File: config.mk
export PLATFORM = sky130hd
export DESIGN_NAME = imem_fetch
export DESIGN_NICKNAME = d
export VERILOG_FILES = /design/src/rtl/imem_fetch.sv
export SDC_FILE = /design/constraint.sdc
export NUM_CORES = 1
export LEC_CHECK = 0
export CAP_MARGIN = 5
export CORE_MARGIN = 2
export CORE_UTILIZATION = 45
export CTS_CLUSTER_DIAMETER = 100
export CTS_CLUSTER_SIZE = 25
export DETAILED_ROUTE_END_ITERATION = 12
export GPL_ROUTABILITY_DRIVEN = 0
export PLACE_DENSITY_LB_ADDON = 0.05
export SETUP_SLACK_MARGIN = 0.1
export SYNTH_ARGS = -nofsm -noshare
export SYNTH_HDL_FRONTEND = slang
export SYNTH_SLANG_ARGS = --single-unit
File: constraint.sdc
create_clock -name clk -period 4.46 [get_ports clk]
set_input_delay 1.338 -clock clk [delete_from_list [all_inputs] [get_ports clk]]
set_output_delay 1.338 -clock clk [all_outputs]
set_load 0.02 [all_outputs]
File: src/rtl/imem_fetch.sv
// Instruction memory with registered read, autonomous sequential fetch PC and a
// prefetch FIFO feeding decode over valid/ready. Supports branch redirect and program load.
module imem_fetch #(
  parameter int    INSTR_WIDTH = 16,
  parameter int    ADDR_WIDTH  = 5,
  parameter int    DEPTH       = 32,
  parameter int    FIFO_DEPTH  = 4,
  parameter string INIT_FILE   = "program.hex"
) (
  input  logic                              clk,
  input  logic                              reset,
  input  logic                              instr_ready,
  output logic                              instr_valid,
  output logic [INSTR_WIDTH-1:0]            instr,
  output logic [ADDR_WIDTH-1:0]             instr_addr,
  input  logic                              redirect_valid,
  input  logic [ADDR_WIDTH-1:0]             redirect_addr,
  output logic                              addr_err,
  input  logic                              prog_we,
  input  logic [ADDR_WIDTH-1:0]             prog_addr,
  input  logic [INSTR_WIDTH-1:0]            prog_data,
  output logic [$clog2(FIFO_DEPTH+1)-1:0]   fifo_count
);

  localparam int CW = $clog2(FIFO_DEPTH + 1);
  localparam int PW = $clog2(FIFO_DEPTH);
  localparam logic [ADDR_WIDTH-1:0] LAST_ADDR = ADDR_WIDTH'(DEPTH - 1);
  localparam logic [ADDR_WIDTH:0]   DEPTH_W   = (ADDR_WIDTH + 1)'(DEPTH);
  localparam logic [PW-1:0]         LAST_SLOT = PW'(FIFO_DEPTH - 1);
  localparam logic [CW:0]           FIFO_LIM  = (CW + 1)'(FIFO_DEPTH);

  if (DEPTH < 2 || DEPTH > (1 << ADDR_WIDTH) || FIFO_DEPTH < 2 || FIFO_DEPTH > 16) begin : g_bad_param
    $error("imem_fetch: DEPTH or FIFO_DEPTH out of legal range");
  end

  logic [INSTR_WIDTH-1:0] mem [DEPTH];

  logic [ADDR_WIDTH-1:0]  fetch_pc;
  logic [ADDR_WIDTH-1:0]  next_pc;
  logic                   rvalid_q;
  logic [ADDR_WIDTH-1:0]  raddr_q;
  logic [INSTR_WIDTH-1:0] rdata_q;

  logic [ADDR_WIDTH-1:0]  fifo_addr [FIFO_DEPTH];
  logic [INSTR_WIDTH-1:0] fifo_data [FIFO_DEPTH];
  logic [PW-1:0]          head;
  logic [PW-1:0]          tail;
  logic [CW-1:0]          count;

  logic [CW:0]            occ;
  logic                   issue;
  logic                   pop;
  logic                   redirect_ok;
  logic                   prog_ok;

  function automatic logic [PW-1:0] ptr_inc(input logic [PW-1:0] p);
    return (p == LAST_SLOT) ? '0 : p + PW'(1);
  endfunction

  always_comb begin
    occ         = {1'b0, count} + (CW + 1)'(rvalid_q);
    issue       = !redirect_valid && (occ < FIFO_LIM);
    pop         = instr_valid && instr_ready;
    redirect_ok = ({1'b0, redirect_addr} < DEPTH_W);
    prog_ok     = ({1'b0, prog_addr} < DEPTH_W);
    // Explicit wrap keeps the PC inside the array for non power-of-2 depths.
    next_pc     = (fetch_pc == LAST_ADDR) ? '0 : fetch_pc + ADDR_WIDTH'(1);
  end

  // Write port is independent of reset and redirect; the read below sees pre-write data.
  always_ff @(posedge clk) begin
    if (prog_we && prog_ok) begin
      mem[prog_addr] <= prog_data;
    end
  end

  always_ff @(posedge clk) begin
    if (!reset) begin
      fetch_pc <= '0;
      rvalid_q <= 1'b0;
      raddr_q  <= '0;
      rdata_q  <= '0;
      head     <= '0;
      tail     <= '0;
      count    <= '0;
      addr_err <= 1'b0;
    end else if (redirect_valid) begin
      // Flush drops both queued entries and the in-flight read, including any pop this cycle.
      rvalid_q <= 1'b0;
      head     <= '0;
      tail     <= '0;
      count    <= '0;
      fetch_pc <= redirect_ok ? redirect_addr : '0;
      addr_err <= !redirect_ok;
    end else begin
      addr_err <= 1'b0;
      rvalid_q <= issue;
      if (issue) begin
        rdata_q  <= mem[fetch_pc];
        raddr_q  <= fetch_pc;
        fetch_pc <= next_pc;
      end
      if (rvalid_q) begin
        fifo_addr[tail] <= raddr_q;
        fifo_data[tail] <= rdata_q;
        tail            <= ptr_inc(tail);
      end
      if (pop) begin
        head <= ptr_inc(head);
      end
      case ({rvalid_q, pop})
        2'b10:   count <= count + CW'(1);
        2'b01:   count <= count - CW'(1);
        default: count <= count;
      endcase
    end
  end

  always_comb begin
    instr_valid = (count != '0);
    instr       = instr_valid ? fifo_data[head] : '0;
    instr_addr  = instr_valid ? fifo_addr[head] : '0;
    fifo_count  = count;
  end

endmodule

==> results.toml, run 1 <==
[route]
drcViolationCount = 0
postRouteAntennaNets = 0
post_drt_wl_per_cell_um = 27.59
first_pass_iters = 5
via_count = 11600
viasPerCell = 5.709
drt_iter0_drc = 1140
drt-total-wl_mm = 56.06

[synthesis]
syn_nets = 1266
synth_seq_area_share_pct = 75.78
ys_ff_latch = 632
synthDistinctLibCells = 49
syn_area_um2 = 24570
synthArstFlopShare_pct = 0
synth_warnings = 0
synthCells = 1226
avgSynthCellArea_um2 = 20.04
synth_ff_type = "edfxtp_1"
synth_edf_count = 596

[min_path]
min_path_type = "reg2reg"
min_path_cells = 2
worstHoldStart = "raddr_q[1]"

[power_and_ir_drop]
finalPower_uw = 10400
p_leak_uw = 0.008283
ir_worst_vdd_uv = 288.0
power_per_cell_area_nw_per_um2 = 385.8

[global_routing]
overflow = 0
antenna_found_initial = 1
grt_pass1_wl_mm = 82.66
grt_pass1_vias = 11600
grt_max_degree = 45
gr-usage-all-layers_pct = 20.22

[timing]
period_minus_slack_ps = 3922
report.final.slew_viol_count = 0
fin_crit_sh_pct = 87.95
slew_headroom_pct = 25.21
clock.fmax_ghz = 0.2549
fin_tns_setup_ps = 0
rsz0062_at_grt = "no"
setup_viol = 0
worst_clock_skew_ps = 20.07
hold_violations = 0
worst_slew_pin_slew_ps = 1122

[layout]
filler_cell_count = 4368
drive_gt1_share_pct = 16.99
fin_nets = 1354
syn_to_final_growth_pct = 9.753
layout_commonest_cell = "edfxtp_1"
final_cell_mix = "596 x edfxtp_1, 104 x mux2i_1, 103 x mux4_2, 67 x buf_4, 64 x a22oi_1"
final_util_pct = 50.01
antennaDiodeCount = 0

[run]
drv_cap = 0

[clocking]
postCtsSetupBuffers = 0
cts_root_buffer = "clkbuf_16"
clkSlewWorstSetupHoldPaths_ps = 100
htree_levels = 1
clkLatencyLatePin_ps = 600
cts_tree = "yes"
cts_buffers = 29
cts.sinks = 632
hold_buffers = 0
clk_path_buf_depth = 3
cts_resized = 0

[die]
die_y_um = 237.7
core-area_um2 = 53920
start_util_pct = 45.56
fp.dieW_um = 237.7
ios = 57
dieArea_um2 = 56480
rows = 85

[setup_path]
path_class = "reg2out"
crit_required_ps = 3120
cp_data_arrival_time_ps = 2580
crit_fanout = 21
crit_end = "instr[6]"
crit_path_start_kind = "flip-flop"
worstReg2RegEnd = "rdata_q[0]"
max_stage_delay_ps = 570
reg2reg_depth = 6
rr_startpoint = "fetch_pc[0]"
slowest_stage = "mux4_2"
worstPathCellList = "buf_4, mux4_2, and2_1, clkdlybuf4s50_1"
rrSetupSlack_ps = 1530
end_kind = "primary output"

[placed_design]
io_buffer_count = 55
dp_hpwl_mm = 34.25

[outcome]
status = "finished clean"
==> area by class of cell <==
cell class | count | area [um^2] | area share (%)
Tap cell | 696 | 870.8 | 3.230
Multi-Input combinational cell | 518 | 5488 | 20.35
Clock buffer | 52 | 812.0 | 3.012
Timing Repair Buffer | 125 | 1114 | 4.130
Clock inverter | 1 | 20.02 | 0.07425
Sequential cell | 632 | 18630 | 69.09
Inverter | 8 | 30.03 | 0.1114
==> registers in the layout (all words and copies together) (netlist names), named ones only <==
register / flops
fifo_data: 64
fifo_count: 3
tail: 2
raddr_q: 5
fifo_addr: 20
head: 2
fetch_pc: 5
rdata_q: 16
mem: 512
rvalid_q: 1
==> worst max-delay path: cells and delay by family (launching register included) <==
family	cells	cell delay [ps]
flops	1	320
buf+inv	2	920
simple gates	1	170
mux	1	570
==> cell usage after synthesis (2+ instances only) <==
cell type / count / area (um^2)
o21ai_1: 7 / 35.03
nor2_1: 52 / 195.2
edfxtp_1: 596 / 17900
o21ai_0: 6 / 30.03
or3b_2: 2 / 17.52
mux4_1: 4 / 105.1
nand3b_1: 5 / 37.54
a21oi_1: 19 / 95.09
a22oi_1: 64 / 480.5
a211oi_2: 4 / 50.05
inv_1: 8 / 30.03
nand2_1: 25 / 93.84
nor2b_1: 11 / 68.82
mux2i_1: 104 / 1041
or3_1: 3 / 18.77
dfxtp_1: 36 / 720.7
buf_6: 17 / 191.4
mux4_2: 103 / 2320
a211oi_1: 6 / 45.04
xor2_1: 2 / 17.52
ha_1: 8 / 100.1
nor3_1: 5 / 25.02
a21boi_0: 5 / 37.54
buf_4: 14 / 105.1
o21a_1: 7 / 52.55
buf_1: 2 / 7.510
a32oi_1: 7 / 61.31
nor2_2: 2 / 12.51
and3_1: 6 / 37.54
clkbuf_1: 18 / 67.56
a32o_1: 8 / 80.08
o31a_1: 9 / 78.83
nand3_1: 3 / 15.01
buf_2: 17 / 85.08
and2_1: 27 / 168.9
==> report_power, final <==
part           total [uW]  internal, uW  switching (uW)
registers            6660          6570            92.4
clock network        3030          1250            1780
logic                 710           288             422
==> per-layer routing <==
metal	track usage, %	part of all wire (%)
met1	30.63	46
met2	31.37	47
met3	2.137	4.4
met4	5.756	2.7
met5	0	0
==> through the flow <==
step	hold WS (ps)	worst slack, ps	instance area (um^2)	cells
3_5_place_dp	501.8	635.0	26130	1979
2_1_floorplan	460.0	1382	24570	1226
5_1_grt	546.4	328.7	26960	2032
4_1_cts	518.2	415.9	26960	2032
3_3_place_gp	488.1	681.0	26130	1979
6_report	514.1	537.6	26960	2032
==> logic make-up (layout without fill, tap and decap cells) <==
group                      count (synthesis)  count (layout)  share of synthesized area [%]
and+or+nand+nor                          148             148                          3.041
muxes                                    211             211                          14.11
AOI/OAI and AO/OA                        147             147                          4.512
other                                      1               1                        0.01526
adders and majority gates                  9               9                         0.4889
xor gates and xnor gates                   2               2                        0.07131
buffers and inverters                     76             186                          1.981
DFF                                      632             632                          75.78
==> how the worst min path moves through the flow <==
stage,slack (ps),end
floorplan,460,fifo_addr[0][0]
global placement,490,fifo_addr[2][1]
detailed placement,500,fifo_addr[2][1]
CTS,520,raddr_q[1]
global route,550,fifo_addr[2][1]
finish,510,raddr_q[1]
Note: power is estimated with default switching activity, not from simulation.
==> inputs of run 2 (changes only) <==
--- a/config.mk
+++ b/config.mk
@@ -5,7 +5,7 @@
 export SDC_FILE = /design/constraint.sdc
 export NUM_CORES = 1
 export LEC_CHECK = 0
-export CAP_MARGIN = 5
+export CAP_MARGIN = 10
 export CORE_MARGIN = 2
 export CORE_UTILIZATION = 45
 export CTS_CLUSTER_DIAMETER = 100
==> constraint.sdc (replaced) <==
create_clock -name clk -period 3.59 [get_ports clk]
set_input_delay 1.077 -clock clk [delete_from_list [all_inputs] [get_ports clk]]
set_output_delay 1.077 -clock clk [all_outputs]
set_load 0.02 [all_outputs]
==> results.toml, run 2 (synthesis gave the netlist of run 1 again) <==
[power_and_ir_drop]
ir_worst_vdd_uv = 303.2
combPwrFrac_pct = 7.0
power_per_cell_area_nw_per_um2 = 476.9
seqPwrFrac_pct = 63.9
switching_share_pct = 22.11
switchingPower_uw = 2864
p_clk_share_pct = 29.2
p_leak_uw = 0.008709
p_int_uw = 10090

[die]
fp.dieW_um = 237.7
start_util_pct = 45.56
core-area_um2 = 53920
die_y_um = 237.7
dieArea_um2 = 56480
rows = 85
ios = 57

[min_path]
min_path_type = "reg2reg"

[layout]
drive_gt1_share_pct = 18.05
syn_to_final_growth_pct = 10.55
layout_commonest_cell = "edfxtp_1"
largest_register = "mem"
largest_reg_flops = 512
antennaDiodeCount = 0
top_regs = "mem: 512 flops, fifo_data: 64 flops, fifo_addr: 20 flops"
final_cell_mix = "596 x edfxtp_1, 104 x mux2i_1, 103 x mux4_2, 81 x buf_4, 64 x a22oi_1"
fin_area_um2 = 27160
fin_nets = 1370

[timing]
clock.fmax_ghz = 0.3047
rsz0062_at_grt = "no"
hold_violations = 0
worst_clock_skew_ps = 22.37
report.final.slew_viol_count = 0
fin_tns_setup_ps = 0
hold_slack_ps = 510.2
worst_slew_pin_slew_ps = 993.3
slew_headroom_pct = 33.78
period_minus_slack_ps = 3282
setup_viol = 0
fin_crit_sh_pct = 91.42

[setup_path]
cp_data_arrival_time_ps = 2210
rrSetupSlack_ps = 730
crit_required_ps = 2510
rr_startpoint = "fetch_pc[0]"
crit_end = "instr[0]"
crit_path_start_kind = "flip-flop"
worstReg2RegEnd = "rdata_q[0]"
reg2reg_depth = 5
end_kind = "primary output"
path_class = "reg2out"
crit_fanout = 10

[global_routing]
antenna_found_initial = 0
overflow = 0
grt_pass1_vias = 12100
gr-usage-all-layers_pct = 20.31
grt_max_degree = 45
grt_pass1_wl_mm = 82.83

[route]
postRouteAntennaNets = 0
viasPerCell = 5.712
drt-total-wl_mm = 56.48
post_drt_wl_per_cell_um = 27.58
drcViolationCount = 0
via_count = 11700
drt_iter0_drc = 992
first_pass_iters = 5

[clocking]
clkSlewWorstSetupHoldPaths_ps = 100
htree_levels = 1
cts_tree = "yes"
clk_path_buf_depth = 3
clkLatencyLatePin_ps = 600
cts_buffers = 29
cts_root_buffer = "clkbuf_16"
cts.sinks = 632

[placed_design]
dpl_cell_area_um2 = 26260
dp_hpwl_mm = 34.48
io_buffer_count = 55

[run]
drv_cap = 0

[outcome]
status = "finished clean"
## run 2: changes by cell type in the layout (fill, tap and decap cells not counted), sizes merged
cell / delta
clkdlybuf4s50: -21
dlygate4sd2: +3
dlymetal6s2s: +18
buf: +15
clkbuf: +1
## run 2: power groups by stage
stage / registers, uW / logic [uW] / clock network [uW]
3_5_place_dp: 8440 / 913 / 0
5_1_grt: 8290 / 968 / 4140
3_3_place_gp: 8440 / 911 / 0
2_1_floorplan: 8360 / 563 / 0
4_1_cts: 8280 / 915 / 3890
6_report: 8270 / 901 / 3780
## run 2: critical path, stage by stage, from the launching register on
cell and delay [ps]:
dfxtp_4 410, clkbuf_16 200, mux4_2 520, and2_1 170
dlygate4sd2_1 310
## run 2: metal layers
layer  part of all wire [%]  global-route usage (%)  up-vias
li1                       -                       -     5187
met1                     46                   30.24     6165
met2                     47                   32.36      281
met3                    4.5                   2.323       66
met4                    2.0                   4.860        0
met5                      0                       0        -
## run 2: how the worst min path moves through the flow
stage / from / end / slack (ps) / depth (start not counted)
after floorplan: raddr_q[0] / fifo_addr[0][0] / 460 / 0
after global placement: raddr_q[1] / fifo_addr[2][1] / 490 / 0
after detailed placement: raddr_q[4] / fifo_addr[0][4] / 500 / 0
after CTS: raddr_q[4] / raddr_q[4] / 520 / 2
after global routing: raddr_q[2] / fifo_addr[2][2] / 540 / 0
final: raddr_q[4] / raddr_q[4] / 510 / 2
## run 2: cell type report
| class | count | area, um^2 |
|---|---|---|
| Clock buffer | 52 | 812.0 |
| Clock inverter | 1 | 20.02 |
| Fill cell | 4369 | 26760 |
| Inverter | 8 | 30.03 |
| Multi-Input combinational cell | 518 | 5488 |
| Sequential cell | 632 | 18630 |
| Tap cell | 696 | 870.8 |
| Timing Repair Buffer | 141 | 1305 |
## run 2: what timing repair did
action	in CTS	in global routing
hold buffers	0	0
gates cloned	0	1
endpoints found under the hold margin	0	0
setup endpoints to repair	21	18
setup buffers	0	0
resized for setup	3	20
## run 2: metrics by stage
step	utilization (%)	setup slack (ps)	total power, uW	std cells
floorplan	-	773.0	8925	1226
global placement	48.69	310.0	9351	1994
detailed placement	48.69	298.1	9358	1994
CTS	50.23	9.958	13080	2047
global route	50.37	214.7	13400	2048
finish	50.37	307.9	12950	2048
==> inputs of run 3 (changes only) <==
--- a/config.mk
+++ b/config.mk
@@ -11,7 +11,6 @@
 export CTS_CLUSTER_DIAMETER = 100
 export CTS_CLUSTER_SIZE = 25
 export DETAILED_ROUTE_END_ITERATION = 12
-export GPL_ROUTABILITY_DRIVEN = 0
 export PLACE_DENSITY_LB_ADDON = 0.05
 export SETUP_SLACK_MARGIN = 0.1
 export SYNTH_ARGS = -nofsm -noshare
==> constraint.sdc (replaced) <==
create_clock -name clk -period 3 [get_ports clk]
set_input_delay 0.9 -clock clk [delete_from_list [all_inputs] [get_ports clk]]
set_output_delay 0.9 -clock clk [all_outputs]
set_load 0.02 [all_outputs]
==> results.toml, run 3 (synthesis gave the netlist of run 1 again) <==
[route]
wl_met1_mm = 25.75
post_drt_wl_per_cell_um = 27.23
via_count = 11960
drcViolationCount = 0
first_pass_iters = 5
drt_iter0_drc = 1089
drt-total-wl_mm = 56.93
top_layer = "met4"
met3_length_mm = 2.319
wl_met2_mm = 28.16
postRouteAntennaNets = 0
viasPerCell = 5.720

[layout]
multi_input_area_um2 = 5545
largest_reg_flops = 512
syn_to_final_growth_pct = 13.90
seq_area_um2 = 18630
fin_nets = 1413
final_util_pct = 51.89
fin_area_um2 = 27980
filler_cell_count = 4307
top_regs = "mem: 512 flops, fifo_data: 64 flops, fifo_addr: 20 flops"
drive_gt1_share_pct = 23.80
antennaDiodeCount = 0
largest_register = "mem"
final_cell_mix = "596 x edfxtp_1, 104 x mux2i_1, 103 x mux4_2, 86 x buf_4, 64 x a22oi_1"
layout_commonest_cell = "edfxtp_1"

[outcome]
status = "finished clean"

[timing]
clock.fmax_ghz = 0.3385
rsz0062_at_grt = "yes"
fin_crit_sh_pct = 98.48
setup_viol = 0
report.final.slew_viol_count = 0
hold_violations = 0
worst_clock_skew_ps = 16.98
slew_headroom_pct = 26.29
period_minus_slack_ps = 2955
hold_slack_ps = 516.0
worst_slew_pin_slew_ps = 1103

[setup_path]
cp_num_buf_inv = 3
cp_data_arrival_time_ps = 2050
cpMostUsedCell = "buf_6"
path_delay_family = "multiplexers"
crit_path_start_kind = "flip-flop"
reg2reg_depth = 6
rr_startpoint = "fetch_pc[0]"
crit_end = "instr[15]"
worstPathCellList = "buf_6, clkbuf_16, mux4_2, and2_4, buf_6"
crit_fanout = 5
slowest_stage = "mux4_2"
end_kind = "primary output"
crit_cells = 5
max_stage_delay_ps = 490
crit_required_ps = 2100
rrSetupSlack_ps = 450
worstReg2RegEnd = "rdata_q[9]"
path_class = "reg2out"

[clocking]
clk_path_buf_depth = 3
cts_tree = "yes"
clkLatencyLatePin_ps = 600
clkSlewWorstSetupHoldPaths_ps = 100
cts_buffers = 29
cts_root_buffer = "clkbuf_16"
hold_buffers = 0
htree_levels = 1
cts.sinks = 632

[global_routing]
antenna_found_initial = 1
grt_pass1_vias = 11990
grt_max_degree = 39
grt_pass1_wl_mm = 83.40
overflow = 0
gr-usage-all-layers_pct = 20.43

[die]
dieArea_um2 = 56480
core-area_um2 = 53920
fp.dieW_um = 237.7
ios = 57
start_util_pct = 45.56
die_y_um = 237.7
rows = 85

[placed_design]
dpl_cell_area_um2 = 26950
routabilityCongestion = 0.8018
dp_hpwl_mm = 36.18
io_buffer_count = 55

[power_and_ir_drop]
p_leak_uw = 0.008795
finalPower_uw = 15560
power_per_cell_area_nw_per_um2 = 556.0
ir_worst_vdd_uv = 393.6

[run]
drv_cap = 0

[min_path]
min_path_type = "reg2reg"
-- run 3: power breakdown --
group          internal (uW)  total (uW)  switching (uW)  leakage, uW
Sequential              9760        9870             105      0.00570
Clock                   1850        4490            2640     0.000397
Combinational            516        1200             686      0.00270
-- run 3: stage by stage --
| stage | setup WS, ps | std cells | setup TNS (ps) |
|---|---|---|---|
| 2_1_floorplan | 360.0 | 1226 | 0 |
| 3_3_place_gp | 146.1 | 2032 | 0 |
| 3_5_place_dp | 111.6 | 2032 | 0 |
| 4_1_cts | -15.93 | 2090 | -56.91 |
| 5_1_grt | -22.27 | 2091 | -83.81 |
| 6_report | 45.48 | 2091 | 0 |
-- run 3: routing by layer --
layer,vias up,track usage [%]
met5,-,0
met4,0,3.183
met3,41,1.881
met2,262,34.48
met1,6376,29.72
li1,5281,-
-- run 3: how the worst min path moves through the flow --
| stage | start | to | cells past startpoint |
|---|---|---|---|
| 2_1_floorplan | raddr_q[0] | fifo_addr[0][0] | 0 |
| 3_3_place_gp | raddr_q[1] | fifo_addr[2][1] | 0 |
| 3_5_place_dp | raddr_q[1] | fifo_addr[2][1] | 0 |
| 4_1_cts | raddr_q[1] | raddr_q[1] | 2 |
| 5_1_grt | raddr_q[1] | fifo_addr[2][1] | 0 |
| 6_report | raddr_q[1] | raddr_q[1] | 2 |
-- run 3: worst min-delay path, delay by kind of cell, from the launching register on --
family	cells	cell delay (ps)
flops	1	350
simple gates	1	60
compound gates	1	70
-- run 3: timing repair --
item                       CTS  global route
cloned                       2             1
resized for setup          110            47
setup endpoints to repair   22            19
setup buffers                3             0
-- run 3: final cells by class --
cell class / instances / share of cell area, %
Clock buffer: 50 / 2.875
Clock inverter: 3 / 0.08049
Inverter: 8 / 0.1073
Multi-Input combinational cell: 518 / 19.82
Sequential cell: 632 / 66.59
Tap cell: 696 / 3.112
Timing Repair Buffer: 184 / 7.418
